`src/rtl/keypad_scanner_if.sv`:
```
// ---------------------------------------------------------------------------
// keypad_scanner_if
//
// Connects the keypad scanner to the processor input port. It follows the
// same pattern as the UART RX path: data, data-present and a read-ack pulse.
//
// Signals:
//   key_code     [7:0]  head of the key event queue, 8'h00 when empty
//   key_present         queue not empty
//   read_key_ack        one-cycle pulse from the reader; pops the head
//   key_down            debounced state is exactly one key held
//   overflow            sticky; a press event was dropped on a full queue
//
// Modports:
//   master  the scanner (drives key data, receives the ack)
//   slave   the reader (receives key data, drives the ack)
// ---------------------------------------------------------------------------
interface keypad_scanner_if;
  logic [7:0] key_code;
  logic       key_present;
  logic       read_key_ack;
  logic       key_down;
  logic       overflow;

  modport master (
    output key_code,
    output key_present,
    output key_down,
    output overflow,
    input  read_key_ack
  );

  modport slave (
    input  key_code,
    input  key_present,
    input  key_down,
    input  overflow,
    output read_key_ack
  );
endinterface

```
`src/rtl/keypad_scanner.sv`:
```
// ---------------------------------------------------------------------------
// keypad_scanner
//
// Active 4x4 keypad scanner. It drives one column low at a time and samples
// the rows. Whole 16-key scans are debounced and encoded to a key number.
// Each new single-key press is queued in a small FIFO that the processor
// reads through keypad_scanner_if.
//
// Parameters:
//   SCAN_DIV        clk cycles each column is driven (must be >= 4 so the
//                   synchronized row settles before it is sampled)
//   DEBOUNCE_SCANS  identical consecutive scans needed to accept a new
//                   state (1..15)
//   FIFO_DEPTH      key event queue depth (power of 2, >= 2)
//
// Ports:
//   clk    system clock
//   reset  asynchronous, active-low reset
//   col    column drive, active-low one-hot
//   row    row sense, active-low, asynchronous to clk
//   kp     keypad_scanner_if.master (key_code, key_present, read_key_ack,
//          key_down, overflow)
//
// Optional build macro:
//   KEYPAD_ASCII_EN  when defined, key_code carries the ASCII character of
//                    the key number ('0'-'9', 'A'-'F') instead of {4'h0, n}.
// ---------------------------------------------------------------------------
module keypad_scanner #(
  parameter int unsigned SCAN_DIV       = 100000,
  parameter int unsigned DEBOUNCE_SCANS = 4,
  parameter int unsigned FIFO_DEPTH     = 4
) (
  input  logic              clk,
  input  logic              reset,
  output logic [3:0]        col,
  input  logic [3:0]        row,
  keypad_scanner_if.master  kp
);

  localparam int unsigned DIV_W = (SCAN_DIV > 1) ? $clog2(SCAN_DIV) : 1;
  localparam int unsigned PTR_W = $clog2(FIFO_DEPTH);
  localparam int unsigned CNT_W = PTR_W + 1;

  localparam logic [DIV_W-1:0] DIV_LAST  = DIV_W'(SCAN_DIV - 1);
  localparam logic [3:0]       DEB_MAX   = 4'(DEBOUNCE_SCANS);
  localparam logic [CNT_W-1:0] FIFO_FULL = CNT_W'(FIFO_DEPTH);

  // Classification of a full scan. The key number is only meaningful for
  // CAND_KEY and is held at zero otherwise so whole-struct compares work.
  typedef enum logic [1:0] {
    CAND_NONE  = 2'd0,
    CAND_KEY   = 2'd1,
    CAND_MULTI = 2'd2
  } cand_kind_e;

  typedef struct packed {
    cand_kind_e kind;
    logic [3:0] num;
  } cand_t;

  localparam cand_t CAND_IDLE = '{kind: CAND_NONE, num: 4'd0};

  // Maps a key number to the byte presented on key_code.
  function automatic logic [7:0] encode_key(input logic [3:0] n);
`ifdef KEYPAD_ASCII_EN
    if (n < 4'd10) encode_key = 8'h30 + {4'h0, n};
    else           encode_key = 8'h41 + {4'h0, n} - 8'd10;
`else
    encode_key = {4'h0, n};
`endif
  endfunction

  // Row synchronizer
  logic [3:0] row_meta_q, row_meta_d;
  logic [3:0] row_sync_q, row_sync_d;

  // Column scan
  logic [DIV_W-1:0] div_q, div_d;
  logic [1:0]       col_idx_q, col_idx_d;
  logic [15:0]      snapshot_q, snapshot_d;
  logic             tick;
  logic             scan_done;

  // Scan classification
  cand_t      cand_now;
  logic [4:0] zero_cnt;
  logic [3:0] zero_idx;

  // Debounce
  cand_t      cand_q, cand_d;
  cand_t      deb_q, deb_d;
  logic [3:0] stable_q, stable_d;
  logic [3:0] stable_next;
  logic       push_q, push_d;
  logic [3:0] push_num_q, push_num_d;

  // Event FIFO
  logic [3:0]       mem_q [FIFO_DEPTH];
  logic [3:0]       mem_d [FIFO_DEPTH];
  logic [PTR_W-1:0] wr_ptr_q, wr_ptr_d;
  logic [PTR_W-1:0] rd_ptr_q, rd_ptr_d;
  logic [CNT_W-1:0] count_q, count_d;
  logic             overflow_q, overflow_d;
  logic [7:0]       key_code_q, key_code_d;
  logic             key_present_q, key_present_d;
  logic             pop_ok;
  logic             push_ok;

  // The row lines come straight from mechanical switches, so they pass
  // through two flops before anything looks at them.
  always_comb begin
    row_meta_d = row;
    row_sync_d = row_meta_q;
  end

  always_ff @(posedge clk or negedge reset) begin
    if (!reset) begin
      row_meta_q <= '1;
      row_sync_q <= '1;
    end else begin
      row_meta_q <= row_meta_d;
      row_sync_q <= row_sync_d;
    end
  end

  // Prescaler and column stepping. The row nibble is captured at the very
  // end of each column slot, so it has had the whole slot to settle through
  // the synchronizer.
  always_comb begin
    div_d      = div_q;
    col_idx_d  = col_idx_q;
    snapshot_d = snapshot_q;
    tick       = (div_q == DIV_LAST);
    if (tick) begin
      div_d = '0;
      col_idx_d = col_idx_q + 2'd1;
      snapshot_d[int'(col_idx_q)*4 +: 4] = row_sync_q;
    end else begin
      div_d = div_q + 1'b1;
    end
    scan_done = tick && (col_idx_q == 2'd3);
  end

  always_ff @(posedge clk or negedge reset) begin
    if (!reset) begin
      div_q      <= '0;
      col_idx_q  <= '0;
      snapshot_q <= '1;
    end else begin
      div_q      <= div_d;
      col_idx_q  <= col_idx_d;
      snapshot_q <= snapshot_d;
    end
  end

  assign col = ~(4'b0001 << col_idx_q);

  // Classifies the scan that is finishing. It reads snapshot_d so the last
  // column, captured on this same tick, is already included. A zero at bit
  // n is key n = 4*column + row.
  always_comb begin
    zero_cnt = '0;
    zero_idx = '0;
    for (int i = 0; i < 16; i++) begin
      if (!snapshot_d[i]) begin
        zero_cnt = zero_cnt + 5'd1;
        zero_idx = 4'(i);
      end
    end
    cand_now = CAND_IDLE;
    if (zero_cnt == 5'd1) begin
      cand_now.kind = CAND_KEY;
      cand_now.num  = zero_idx;
    end else if (zero_cnt > 5'd1) begin
      cand_now.kind = CAND_MULTI;
    end
  end

  // Debounce over whole scans. A new state is accepted once it has been seen
  // DEBOUNCE_SCANS times in a row. Only an idle-to-single-key transition
  // produces a press event, so chords, roll-overs and releases never queue
  // anything and a held key is reported once.
  always_comb begin
    cand_d      = cand_q;
    deb_d       = deb_q;
    stable_d    = stable_q;
    stable_next = stable_q;
    push_d      = 1'b0;
    push_num_d  = push_num_q;
    if (scan_done) begin
      if (cand_now == cand_q) begin
        stable_next = (stable_q >= DEB_MAX) ? DEB_MAX : stable_q + 4'd1;
      end else begin
        stable_next = 4'd1;
      end
      cand_d   = cand_now;
      stable_d = stable_next;
      if ((stable_next == DEB_MAX) && (cand_now != deb_q)) begin
        deb_d = cand_now;
        if ((deb_q.kind == CAND_NONE) && (cand_now.kind == CAND_KEY)) begin
          push_d     = 1'b1;
          push_num_d = cand_now.num;
        end
      end
    end
  end

  always_ff @(posedge clk or negedge reset) begin
    if (!reset) begin
      cand_q     <= CAND_IDLE;
      deb_q      <= CAND_IDLE;
      stable_q   <= '0;
      push_q     <= 1'b0;
      push_num_q <= '0;
    end else begin
      cand_q     <= cand_d;
      deb_q      <= deb_d;
      stable_q   <= stable_d;
      push_q     <= push_d;
      push_num_q <= push_num_d;
    end
  end

  // Event FIFO. A pop is honoured only when something is stored, which is
  // judged before this cycle's push, so a simultaneous push into an empty
  // queue survives. A pop on a full queue frees the slot for a simultaneous
  // push, so only a push on a full queue without a pop is dropped.
  // key_code/key_present are registered copies of the head and occupancy.
  always_comb begin
    mem_d         = mem_q;
    wr_ptr_d      = wr_ptr_q;
    rd_ptr_d      = rd_ptr_q;
    count_d       = count_q;
    overflow_d    = overflow_q;
    pop_ok        = kp.read_key_ack && (count_q != '0);
    push_ok       = push_q && ((count_q != FIFO_FULL) || pop_ok);
    if (push_ok) begin
      mem_d[wr_ptr_q] = push_num_q;
      wr_ptr_d        = wr_ptr_q + 1'b1;
    end
    if (pop_ok) begin
      rd_ptr_d = rd_ptr_q + 1'b1;
    end
    case ({push_ok, pop_ok})
      2'b10:   count_d = count_q + 1'b1;
      2'b01:   count_d = count_q - 1'b1;
      default: count_d = count_q;
    endcase
    if (push_q && !push_ok) begin
      overflow_d = 1'b1;
    end
    key_present_d = (count_q != '0);
    key_code_d    = (count_q != '0) ? encode_key(mem_q[rd_ptr_q]) : 8'h00;
  end

  always_ff @(posedge clk or negedge reset) begin
    if (!reset) begin
      mem_q         <= '{default: '0};
      wr_ptr_q      <= '0;
      rd_ptr_q      <= '0;
      count_q       <= '0;
      overflow_q    <= 1'b0;
      key_code_q    <= 8'h00;
      key_present_q <= 1'b0;
    end else begin
      mem_q         <= mem_d;
      wr_ptr_q      <= wr_ptr_d;
      rd_ptr_q      <= rd_ptr_d;
      count_q       <= count_d;
      overflow_q    <= overflow_d;
      key_code_q    <= key_code_d;
      key_present_q <= key_present_d;
    end
  end

  assign kp.key_code    = key_code_q;
  assign kp.key_present = key_present_q;
  assign kp.key_down    = (deb_q.kind == CAND_KEY);
  assign kp.overflow    = overflow_q;

endmodule

```
`src/flat_wrapper.sv`:
```
// flat-port wrapper written by rule: the top's interface ports become plain ports
module keypad_scanner_flat 
#(
  parameter int unsigned SCAN_DIV       = 100000,
  parameter int unsigned DEBOUNCE_SCANS = 4,
  parameter int unsigned FIFO_DEPTH     = 4
)
  (clk, reset, col, row, kp_key_code, kp_key_present, kp_key_down, kp_overflow, kp_read_key_ack);
  keypad_scanner_if kp_i ();
  input  logic clk;
  input  logic reset;
  output logic [3:0] col;
  input  logic [3:0] row;
  output wire logic [$bits(kp_i.key_code)-1:0] kp_key_code;
  output wire logic [$bits(kp_i.key_present)-1:0] kp_key_present;
  output wire logic [$bits(kp_i.key_down)-1:0] kp_key_down;
  output wire logic [$bits(kp_i.overflow)-1:0] kp_overflow;
  input wire logic [$bits(kp_i.read_key_ack)-1:0] kp_read_key_ack;
  assign kp_key_code = kp_i.key_code;
  assign kp_key_present = kp_i.key_present;
  assign kp_key_down = kp_i.key_down;
  assign kp_overflow = kp_i.overflow;
  assign kp_i.read_key_ack = kp_read_key_ack;
  keypad_scanner #(.SCAN_DIV(SCAN_DIV), .DEBOUNCE_SCANS(DEBOUNCE_SCANS), .FIFO_DEPTH(FIFO_DEPTH)) u_core (.clk(clk), .reset(reset), .col(col), .row(row), .kp(kp_i));
endmodule
```
`config.mk`:
```
export PLATFORM = sky130hd
export DESIGN_NAME = keypad_scanner_flat
export DESIGN_NICKNAME = d
export VERILOG_FILES = /design/src/rtl/keypad_scanner_if.sv /design/src/rtl/keypad_scanner.sv /design/src/flat_wrapper.sv
export SDC_FILE = /design/constraint.sdc
export NUM_CORES = 1
export LEC_CHECK = 0
export ABC_AREA = 1
export CAP_MARGIN = 20
export CORE_AREA = 2 2 137 139
export CTS_CLUSTER_SIZE = 16
export DETAILED_ROUTE_END_ITERATION = 10
export DIE_AREA = 0 0 139 141
export MAX_ROUTING_LAYER = met4
export PLACE_DENSITY = 0.55
export SYNTH_ARGS = -nofsm -noshare
export SYNTH_HDL_FRONTEND = slang
export SYNTH_SLANG_ARGS = --single-unit
```
`constraint.sdc`:
```
create_clock -name clk -period 10.1 [get_ports clk]
set_input_delay 1.515 -clock clk [delete_from_list [all_inputs] [get_ports clk]]
set_output_delay 1.515 -clock clk [all_outputs]
set_load 0.02 [all_outputs]
```
* Word-level counts from Yosys, hierarchy flattened
Cells that the tools add are included.
Cells by class: reduce and logical (&&, ||, !) cells 14, add/sub/neg operators 23, muxes and demuxes 51, equality and inequality tests 11, shift-type cells 3, bitwise operators 3, multipliers 0, $lt $le $gt $ge 5, divide/modulo/power cells 0
Operators by type and width (number):
- 4-bit two-way mux | 22
- 5-bit by 1-bit adder with 5-bit output (second input constant) | 15
- 5-bit two-way mux | 15
- 4-bit negation with 33-bit output | 1
- 4-bit by 33-bit variable shift with 16-bit output (first input constant) | 1
- 4-bit by 33-bit variable part select with 16-bit output | 1
- 16-bit bitwise mux | 2
- 17-bit by 1-bit adder with 17-bit output (second input constant) | 1
- 17-bit == test (second input constant) | 1
- 17-bit two-way mux | 1
- 16-bit two-way mux | 1
- 4-bit binary-select mux with 2-bit select | 1
- 4-bit demux with 2-bit select | 1
- 1-bit logical AND | 7
- 2-bit by 1-bit adder with 2-bit output (second input constant) | 3
- 2-bit by 1-bit == test with 1-bit output (second input constant) | 3
- 6-bit == test | 1
- 3-bit >= comparator (second input constant) | 2
- 6-bit != test | 1
- 2-bit inverter with 3-bit output | 2
- 3-bit one-hot mux with 2 select lines | 1
- 5-bit by 1-bit == test with 1-bit output (second input constant) | 1
- 5-bit by 1-bit greater-than comparator with 1-bit output (second input constant) | 1
- 1-bit two-way mux | 5
- 18 further kinds | 20
Storage, ports and cells: word-level logic and storage cells 132, bits in latches 0, input bits 7, flip-flop bits (word level) 97, ROM bits 0, bits in writable memories 0, memories kept 0, output and inout bits 15

* Depth between registers and ports, before layout
depth in word-level cells 45, gate-level depth with buffers 75, mapped depth without buffers 74

* Worst setup path after synthesis
OpenSTA, ideal clock, no wires.
kind reg-to-reg, start register u_core.col_idx_q[0], end register u_core.deb_q[5] in the netlist's numbering, buffers on the path 3, cell stages (with the launch flop) 67, data arrival time 8.340 ns, setup slack 1.639 ns, library setup time 0.121 ns, required time 9.979 ns, period minus slack after synthesis 8.461 ns, cells stage by stage dfrtp_1 -> buf_6 -> inv_1 -> ha_1 -> nor2_1 -> inv_1 -> o21ai_0 -> o21ai_0 -> ha_1 -> inv_1 -> nand3_1 -> nand2_1 -> nand2_1 -> nand2_1 -> nand2_1 -> nand2_1 -> ha_1 -> or2_1 -> [31 not listed] -> ha_1 -> nand2_1 -> nand2_1 -> ha_1 -> o21ai_0 -> nand3_1 -> nor2_4 -> buf_6 -> nand3_2 -> nand2_1 -> nand2_2 -> nor2_4 -> nand4_2 -> nand2_4 -> nor2_4 -> buf_6 -> nor2_2 -> nor2_1
Between the ends: cells in the longest elaborated chain, start to end 44, elaborated cells on any way between the ends 65, those cells by class add/sub (16); order compare (1); eq/ne (5); shift (2); mux (38); reduce/logical (3)
Ends and longest elaborated chain:
- from (decl) | line keypad_scanner.sv:79 | logic [1:0] col_idx_q, col_idx_d;
- from (signal assigned) | line keypad_scanner.sv:151 | col_idx_q <= col_idx_d;
- 4-bit negation with 33-bit output | line keypad_scanner.sv:137 | snapshot_d[int'(col_idx_q)*4 +: 4] = row_sync_q;
- 4-bit by 33-bit variable part select with 16-bit output / 4-bit by 33-bit variable shift with 16-bit output (equally long branches) | line keypad_scanner.sv:137
- 16-bit bitwise mux | line keypad_scanner.sv:137
- 16-bit two-way mux | line keypad_scanner.sv:134 | if (tick) begin
- 1-bit two-way mux | line keypad_scanner.sv:165 | if (!snapshot_d[i]) begin
- 5-bit by 1-bit adder with 5-bit output | line keypad_scanner.sv:166 | zero_cnt = zero_cnt + 5'd1;
- 5-bit two-way mux | line keypad_scanner.sv:165
- 5-bit by 1-bit adder with 5-bit output | line keypad_scanner.sv:166
- [28 not listed]
- 2-bit two-way mux | line keypad_scanner.sv:174 | end else if (zero_cnt > 5'd1) begin
- 2-bit two-way mux | line keypad_scanner.sv:171 | if (zero_cnt == 5'd1) begin
- 6-bit == test | line keypad_scanner.sv:191 | if (cand_now == cand_q) begin
- 4-bit two-way mux | line keypad_scanner.sv:191
- 4-bit two-way mux | line keypad_scanner.sv:190 | if (scan_done) begin
- 4-bit by 3-bit == test with 1-bit output | line keypad_scanner.sv:198 | if ((stable_next == DEB_MAX) && (cand_now != deb_q)) begin
- 1-bit logical AND | line keypad_scanner.sv:198
- 2-bit AND reduction (no line)
- to (signal assigned) | line keypad_scanner.sv:211 | deb_q <= CAND_IDLE;
- to (signal assigned) | line keypad_scanner.sv:217 | deb_q <= deb_d;
- to (decl) | line keypad_scanner.sv:91 | cand_t deb_q, deb_d;
Several ways; a longest one is shown, not always the timed one. The select of a mux whose other input is x is not followed. A chain may end at the register's enable or synchronous reset.

* Worst setup path after layout
start register u_core.col_idx_q[0], end register u_core.deb_q[2] in the netlist's numbering
The elaborated chain is that of the path after synthesis.

==> results.py <==
metrics = {
    "yosys": {
        "asyncSetResetFlopFracSynth": 1.000,
        "yosys-top-cells-area": "sky130_fd_sc_hd__dfrtp_1 (24%), sky130_fd_sc_hd__nand2_1 (15%), sky130_fd_sc_hd__dfstp_2 (8.9%)",
        "netlist_area_mm2": 0.007116,
        "postSynthRegisterBits": 93,
        "yosys_warnings": 0,
        "ys_dominant_reg_cell": "sky130_fd_sc_hd__dfrtp_1",
        "yosysMostFrequentCell": "sky130_fd_sc_hd__nand2_1",
        "syn-mean-instance-area_um2": 6.990,
        "ys_seq_area_frac": 0.3313,
        "yosysUniqueCellTypes": 45,
        "post-synth-top-area-cell": "sky130_fd_sc_hd__dfrtp_1",
        "postSynthCellCount": 1018,
        "synth_enable_flop_cells": 0,
        "synth_top_cell_area_share": 0.2427,
        "synth.top_cells.by_count": "sky130_fd_sc_hd__nand2_1 (277), sky130_fd_sc_hd__inv_1 (164), sky130_fd_sc_hd__nand3_1 (107), sky130_fd_sc_hd__nor2_1 (85), sky130_fd_sc_hd__dfrtp_1 (69)",
    },
    "critical_path": {
        "worstReg2RegStart": "u_core.col_idx_q[0]",
        "crit-reg2reg-capture": "u_core.deb_q[2]",
        "regToRegSetupSlack_ns": 0.93,
        "slowest_stage": "sky130_fd_sc_hd__dfrtp_2",
        "setup.worst_path.start": "u_core.col_idx_q[0]",
        "critPathLaunchType": "register",
        "worst_path_largest_cell_delay_ns": 0.46,
        "critical_path_class": "reg2reg",
        "critical_path.most_common_cell": "sky130_fd_sc_hd__nand2_1",
        "reg2reg_depth": 67,
        "critical_path_peak_fanout": 9,
        "critPathCaptureType": "register",
        "critPathArrivalTime_ns": 9.40,
        "crit_required_ns": 10.33,
    },
    "route": {
        "drt_iter0_drc": 269,
        "ant_nets": 0,
        "routed_wl_um": 14880,
        "post_drt_wl_per_cell_um": 11.56,
        "viasPerCell": 4.637,
        "first_pass_iters": 7,
        "dr_total_vias": 5968,
        "post-route-drc-count": 0,
    },
    "power": {
        "cellLeakagePower_nw": 4.162,
        "finalPower_uw": 840.8,
        "highest_ir_drop_seen_on_vdd_uv": 140.2,
        "power.density_cell_area_mw_per_mm2": 106.4,
    },
    "clocking": {
        "htreeDepth": 3,
        "cts-root-buf": "sky130_fd_sc_hd__clkbuf_16",
        "cts-root-to-sink-buffers": 2,
        "clock_insertion_delay_worst_skew_ns": 0.34,
        "clk_sink_count": 93,
        "tritoncts": "built",
        "path_clk_slew_ns": 0.07,
        "tritoncts.num_buffers": 9,
    },
    "floorplan": {
        "start_util": 0.3895,
        "die_w_um": 139,
        "die_area_mm2": 0.01960,
        "std_cell_rows": 50,
        "core_area_mm2": 0.01827,
        "ioPinCount": 22,
        "die_h_um": 141,
    },
    "grt": {
        "antenna_found_initial": 0,
        "global_route.overflow_total": 0,
        "grt_max_degree": 51,
        "global_route.usage.total": 0.1629,
        "grt_pass1_wl_um": 25970,
        "number_of_global_route_vias_before_repair": 5600,
    },
    "layout": {
        "design.final.nets": 1083,
        "seq_area_mm2": 0.002359,
        "multi_input_combinational_cell_area_mm2": 0.004035,
        "layout-drive-gt1-share": 0.1662,
        "num-fill-cells": 1873,
        "syn_to_final_growth_pct": 11.04,
        "n_antenna_cell": 0,
        "fin_area_mm2": 0.007901,
    },
    "placed_design": {
        "io_buffer_count": 17,
        "globalplace.congestion": 0.8319,
        "place_worst_setup_slack_ns": 0.4196,
        "placed_area_mm2": 0.007495,
        "hpwlAfterDp_um": 11500,
    },
    "timing": {
        "final.period_utilization": 0.9076,
        "hold_vio_cnt_final": 0,
        "maxClockFrequency_mhz": 109.1,
        "worst_slew_margin_rel": 0.5349,
        "final-max-slew-violation-count": 0,
        "worst_pin_slew_ns": 0.6929,
        "setup_total_negative_slack_ns": 0,
        "min_period_ns": 9.167,
        "final_critical_path_setup_slack_ns": 0.9333,
        "hold_slack_ns": 0.3577,
        "finalClockSkew_ns": 0.006574,
        "timing.final.setup_violations": 0,
    },
    "min_path": {
        "hold_depth": 0,
        "min-delay-start": "u_core.row_meta_q[3]",
        "hp-class": "reg2reg",
        "holdPathEnd": "u_core.row_sync_q[3]",
    },
    "outcome": {
        "status": "finished clean",
    },
    "job": {
        "maxCapViolations": 0,
    },
}
layout make-up:
cell class,count,share of cell area
clock buffers,10,0.03025
clock inverters,6,0.005859
inverters,179,0.08504
multi-input cells,736,0.5107
flip-flops and latches,93,0.2985
well taps,234,0.03705
repair buffers,29,0.03262
flip-flops by register name (all words and copies together) (netlist names), 6 cells and up:
| signal | flops |
|---|---|
| u_core.deb_q | 6 |
| u_core.snapshot_q | 16 |
| u_core.div_q | 17 |
| u_core.cand_q | 6 |
| u_core.mem_q | 16 |
cells by family (layout without fill, tap and decap cells):
| kind of cell | Yosys count | in the layout | share of synthesized area |
|---|---|---|---|
| buf+inv | 193 | 224 | 0.1095 |
| compound gates | 98 | 98 | 0.07772 |
| mux | 8 | 8 | 0.01266 |
| simple gates | 588 | 589 | 0.4069 |
| other cells | 1 | 4 | 0.0005270 |
| flops | 93 | 93 | 0.3313 |
| fa+ha+maj | 28 | 28 | 0.05029 |
| xor+xnor | 9 | 9 | 0.01108 |
metal layers:
layer	up-vias	GRT usage	share of wire
met3	12	0.01766	0.017
li1	3262	-	-
met4	0	0.04306	0.012
met2	49	0.2593	0.45
met5	-	-	0
met1	2645	0.2230	0.53
metrics by stage:
stage,std cells,util
2_1_floorplan,1021,-
3_3_place_gp,1260,0.4103
3_5_place_dp,1260,0.4103
4_1_cts,1276,0.4259
5_1_grt,1287,0.4325
6_report,1287,0.4325
cells in the final DEF (no fill, tap or decap), types with 6 or more instances in the layout:
cell / netlist / final
sky130_fd_sc_hd__ha_1: 27 / 26
sky130_fd_sc_hd__inv_1: 164 / 164
sky130_fd_sc_hd__clkdlybuf4s50_1: 0 / 16
sky130_fd_sc_hd__buf_4: 4 / 13
sky130_fd_sc_hd__nand3_1: 107 / 105
sky130_fd_sc_hd__o21ai_1: 4 / 6
sky130_fd_sc_hd__nor2_4: 6 / 6
sky130_fd_sc_hd__clkbuf_16: 0 / 9
sky130_fd_sc_hd__a21oi_1: 25 / 25
sky130_fd_sc_hd__o21ai_2: 9 / 10
sky130_fd_sc_hd__inv_2: 11 / 11
sky130_fd_sc_hd__xor2_1: 8 / 8
sky130_fd_sc_hd__o21ai_0: 52 / 49
sky130_fd_sc_hd__nand4_1: 14 / 14
sky130_fd_sc_hd__dfrtp_1: 69 / 68
sky130_fd_sc_hd__mux2_2: 8 / 8
sky130_fd_sc_hd__dfstp_2: 24 / 24
sky130_fd_sc_hd__nand2_4: 13 / 14
sky130_fd_sc_hd__nand2_1: 277 / 276
sky130_fd_sc_hd__nand2_2: 27 / 27
sky130_fd_sc_hd__nor2_2: 9 / 12
sky130_fd_sc_hd__nor2_1: 85 / 83
sky130_fd_sc_hd__nor3_1: 11 / 11
sky130_fd_sc_hd__nand3_2: 16 / 18
power breakdown:
| group | internal, mW | switching (mW) |
|---|---|---|
| Sequential | 0.396 | 0.0162 |
| Clock | 0.175 | 0.148 |
| Combinational | 0.0437 | 0.0620 |
repair_timing:
action / 4_1_cts / 5_1_grt
hold buffers: 0 / 0
setup buffers: 0 / 10
gates resized for setup: 0 / 12
endpoints found under the setup margin: 0 / 14
critical path: cells and delay by family (launching register included):
family                     cells  cell delay [ns]
AOI/OAI and AO/OA              3             0.46
buffers and inverters          7             0.78
adders and majority gates      9             2.48
and+or+nand+nor               48             4.89
DFF                            1             0.46
worst max path at each step:
stage	endpoint	cells after the start	slack, ns
after floorplan	u_core.deb_q[5]	66	1.64
after CTS	u_core.push_num_q[0]	62	0.35
after global routing	u_core.deb_q[2]	68	-0.01
after detailed placement	u_core.push_num_q[0]	62	0.42
final	u_core.deb_q[2]	67	0.93
after global placement	u_core.push_num_q[2]	61	0.61
Power figures use the tool's default switching activity.
==> RTL edit 1, RTL diff (config.mk and constraints unchanged) <==
`SCAN_DIV` is set to 100000 in 2 places; all go to 50000.
--- a/src/rtl/keypad_scanner.sv
+++ b/src/rtl/keypad_scanner.sv
@@ -28,3 +28,3 @@
 module keypad_scanner #(
-  parameter int unsigned SCAN_DIV       = 100000,
+  parameter int unsigned SCAN_DIV       = 50000,
   parameter int unsigned DEBOUNCE_SCANS = 4,
--- a/src/flat_wrapper.sv
+++ b/src/flat_wrapper.sv
@@ -3,3 +3,3 @@
 #(
-  parameter int unsigned SCAN_DIV       = 100000,
+  parameter int unsigned SCAN_DIV       = 50000,
   parameter int unsigned DEBOUNCE_SCANS = 4,
Check against the original RTL: no difference found for any inputs over 10 cycles, from zero or initial values and one cycle with reset low; that may be too few to reach the edited logic, so the function may still have changed.
==> RTL edit 1 against the unedited design <==
Maximum frequency down 4.2%. Highest routed layer unchanged. Via count decreased by 8.1%. Critical path type unchanged. Critical path depth fell by 4. Synthesized area shrank 6.7%. Design area fell by 1.9%. Largest cell class unchanged. Worst setup slack worse by 0.40 ns. Wire length down 8.5%. Power is 2.1% higher. Sequential cell count down 1.
==> RTL edit 1: results (changes against the unedited design) <==
Finished Layout Cells -> 1,208 (was 1,287)
WL/cell -> 11.27 µm (was 11.56 µm)
Final non-clock buffer share -> 5.325% (was 3.262%)
crit-path max FO -> 7 (was 9)
Crit. Startpoint -> u_core.div_q[0]$_DFF_PN0_ (was u_core.col_idx_q[0]$_DFFE_PN0N_)
Worst VDD drop -> 0.00009703 V (was 0.0001402 V)
Post-Synth XOR/XNOR Area -> 1.451% (was 1.108%)
Clk. pwr -> 0.343 mW (was 0.323 mW)
mux contribution to synthesized area -> 1.659% (was 1.266%)
met3 wire length -> 239 µm (was 255 µm)
Multi-Input Combinational -> 644 (was 736)
Max stage delay on crit path -> 0.40 ns (was 0.46 ns)
layout net count -> 1,003 (was 1,083)
min-delay src -> u_core.row_meta_q[0]$_DFF_PN1_ (was u_core.row_meta_q[3]$_DFF_PN1_)
Cell variety after synth -> 47 (was 45)
Leak -> 3.988 nW (was 4.162 nW)
Via Count -> 5,485 (was 5,968)
Filler Cell Count -> 1,892 (was 1,873)
Worst Hold End -> u_core.row_sync_q[0]$_DFF_PN1_ (was u_core.row_sync_q[3]$_DFF_PN1_)
top cells by area, synth -> dfrtp_1 26%, nand2_1 12%, dfstp_2 9.5%, inv_1 8.7%, nand2_2 5.6% (was dfrtp_1 24%, nand2_1 15%, dfstp_2 8.9%, inv_1 8.7%, nand3_1 7.5%)
status -> finished, final reports clean (unchanged)
dpl ws -> -0.06621 ns (was 0.4196 ns)
Reg2Reg Setup Slack -> 0.53 ns (was 0.93 ns)
synthesized-area fraction occupied by adder cells -> 5.203% (was 5.029%)
largest net degree at the start of global routing -> 80 (was 51)
inverters -> 175 (was 179)
## RTL edit 1: critical path: cells and delay by family, from the launching register on
family / cells / cell delay [ns]
AO/OA/AOI/OAI: 2 / 0.31
adder cells (fa/ha/maj): 15 / 3.85
buffers and inverters: 7 / 0.51
flip-flops: 1 / 0.40
multiplexers: 1 / 0.25
AND/OR/NAND/NOR: 38 / 4.15
## RTL edit 1: kinds of logic (layout without fill, tap and decap cells)
family                   Yosys count  in the layout
AND/OR/NAND/NOR                  504            506
buffers and inverters            183            238
flip-flops                        92             92
AO/OA/AOI/OAI                     86             86
adder cells (fa/ha/maj)           27             27
XOR/XNOR                          11             11
multiplexers                      10             10
other                              1              4
## RTL edit 1: stage by stage
step                util [%]  instance area (µm²)
floorplan                  -                 6649
global placement       38.91                 7108
detailed placement     38.91                 7108
CTS                    40.64                 7423
global route           42.45                 7754
finish                 42.45                 7754
==> RTL edit 2, RTL diff (same settings) <==
Without the edit above. Reset style: synchronous (`reset`), changed in 4 clocked blocks. Comments in the files are not updated.
--- a/src/rtl/keypad_scanner.sv
+++ b/src/rtl/keypad_scanner.sv
@@ -115,3 +115,3 @@
 
-  always_ff @(posedge clk or negedge reset) begin
+  always_ff @(posedge clk) begin
     if (!reset) begin
@@ -143,3 +143,3 @@
 
-  always_ff @(posedge clk or negedge reset) begin
+  always_ff @(posedge clk) begin
     if (!reset) begin
@@ -207,3 +207,3 @@
 
-  always_ff @(posedge clk or negedge reset) begin
+  always_ff @(posedge clk) begin
     if (!reset) begin
@@ -255,3 +255,3 @@
 
-  always_ff @(posedge clk or negedge reset) begin
+  always_ff @(posedge clk) begin
     if (!reset) begin
Behaviour: no difference found for any inputs over 10 cycles, from zero or initial values and one cycle with reset low; that may be too few to reach the edited logic, so the function may still have changed.
==> RTL edit 2 against the unedited design <==
Count of clock-buffer cells in the layout unchanged. Global-route usage decreased by 1.3 points. Clock skew increased by 0.0011 ns. Maximum frequency shrank 3.9%. Cell count is 1.9% lower. Synthesized area decreased by 12%. Worst setup slack worse by 0.38 ns. Wire length fell by 4.6%. Sequential cell count unchanged. Core utilization fell by 2.8 points. Design area down 6.5%. Critical path type unchanged. Largest cell class unchanged. Highest routed layer unchanged.
Power is not compared: it rests on default switching activity, and its combinational part moved more than twofold at a synthesized area within 25%.
==> RTL edit 2: results (changes against the unedited design) <==
status -> finished, final reports clean (unchanged)
Max stage delay on crit path -> 0.34 ns (was 0.46 ns)
Worst-Skew Late Latency -> 0.34 ns (about the same)
ys async rst share -> 0% (was 100.0%)
layout net count -> 1,057 (was 1,083)
n_diodes -> 0 (unchanged)
first-pass GRT wire length -> 24.12 mm (was 25.97 mm)
Reg2Reg Setup Slack -> 0.56 ns (was 0.93 ns)
Via Count -> 5,829 (was 5,968)
Vias/cell -> 4.615 (was 4.637)
layout cells sized above 1 -> 17.59% (was 16.62%)
Worst VDD drop -> 0.00006749 V
number of global-route vias before repair -> 5,384 (was 5,600)
crit-path max FO -> 7 (was 9)
CTS clk-pin slew, worst paths -> 0.07 ns (about the same)
Internal Pwr Total -> 0.6004 mW
Total Wirelength -> 14.19 mm (was 14.88 mm)
largest net degree at the start of global routing -> 54 (was 51)
top cells by area, synth -> dfxtp_1 30%, nand2_1 16%, inv_1 8.7%, nand3_1 6.5%, nor2_1 5.3% (was dfrtp_1 24%, nand2_1 15%, dfstp_2 8.9%, inv_1 8.7%, nand3_1 7.5%)
post-placement cell count -> 1,229 (was 1,260)
Seq/Total Area, Yosys -> 29.71% (was 33.13%)
Num CTS Buffers -> 9 (unchanged)
Worst-Margin Slew -> 0.9196 ns (was 0.6929 ns)
routability cong. -> 0.8852 (was 0.8319)
Cell variety after synth -> 41 (was 45)
crit path max-delay cell type -> dfxtp_2 (was dfrtp_2)
initial DRC count -> 264 (was 269)
post-synthesis average cell area -> 6.355 µm² (was 6.990 µm²)
Area after DPL -> 0.006688 mm² (was 0.007495 mm²)
Synth top cells by count -> 259 x nand2_1, 146 x inv_1, 93 x dfxtp_1 (was 277 x nand2_1, 164 x inv_1, 107 x nand3_1)
worst path arrival time -> 9.77 ns (was 9.40 ns)
hpwl dp -> 10.64 mm (was 11.50 mm)
All-Layer GR Usage -> 14.98% (was 16.29%)
1st-pass router iterations -> 4 (was 7)
Worst Skew -> 0.007664 ns (was 0.006574 ns)
[RTL edit 2: worst paths after layout]
kind,end,from,depth (start not counted)
worst max-delay path,u_core.deb_q[4]$_SDFFE_PN0P_,u_core.col_idx_q[1]$_SDFFE_PN0N_,65
worst min-delay path,u_core.row_sync_q[3]$_SDFF_PN1_,u_core.row_meta_q[3]$_SDFF_PN1_,1
worst max register to register,u_core.deb_q[4]$_SDFFE_PN0P_,u_core.col_idx_q[1]$_SDFFE_PN0N_,65
worst min register to register,u_core.row_sync_q[3]$_SDFF_PN1_,u_core.row_meta_q[3]$_SDFF_PN1_,1
[RTL edit 2: logic make-up after synthesis]
kind of cell               after synthesis  synth area share (%)
and+or+nand+nor                        549                 41.69
DFF                                     93                 29.71
other                                    1               0.05985
AOI/OAI and AO/OA                      129                 10.78
adders and majority gates               26                 5.312
buffers and inverters                  183                 11.74
xor gates and xnor gates                 5                0.6988
[RTL edit 2: stage by stage]
step           hold slack, ns  setup WS, ns  setup TNS [ns]
5_1_grt                0.4396      -0.06317         -0.4584
4_1_cts                0.4137       0.01689               0
3_5_place_dp           0.4003      -0.07259         -0.2910
2_1_floorplan          0.3925        0.4267               0
3_3_place_gp           0.3955        0.1620               0
6_report               0.4107        0.5574               0
[RTL edit 2: power groups by stage]
stage	registers (mW)	clock network [mW]	logic [mW]
after floorplan	0.378	0	0.0119
after global placement	0.379	0	0.0151
after detailed placement	0.379	0	0.0150
after CTS	0.371	0.387	0.0149
after global routing	0.371	0.400	0.0178
final	0.371	0.374	0.0151
[RTL edit 2: critical path, delay by kind of cell, from the launching register on]
| family | cells | cell delay, ns |
|---|---|---|
| fa+ha+maj | 15 | 4.05 |
| compound gates | 3 | 0.37 |
| buf+inv | 8 | 0.65 |
| simple gates | 39 | 4.05 |
| flops | 1 | 0.34 |
[RTL edit 2: repair_timing]
action,in CTS,in global routing
resized for setup,2,50
pin swaps,2,24
endpoints found under the setup margin,10,14
cloned,1,0
setup buffers,2,15
[RTL edit 2: routing by layer]
| layer | up-vias | share of wire [%] | global-route usage (%) |
|---|---|---|---|
| li1 | 3209 | - | - |
| met1 | 2569 | 53 | 20.26 |
| met2 | 39 | 45 | 23.67 |
| met3 | 12 | 1.4 | 1.970 |
| met4 | 0 | 1.1 | 4.094 |
| met5 | - | 0 | - |
[RTL edit 2: final cells by class]
cell class              instances  area [µm²]
fillers                      2011       10880
repair buffers                 44       412.9
well taps                     234       292.8
flip-flops and latches         93        1867
inverters                     162       613.1
clock inverters                 6       91.34
clock buffers                  10       239.0
multi-input cells             714        3872
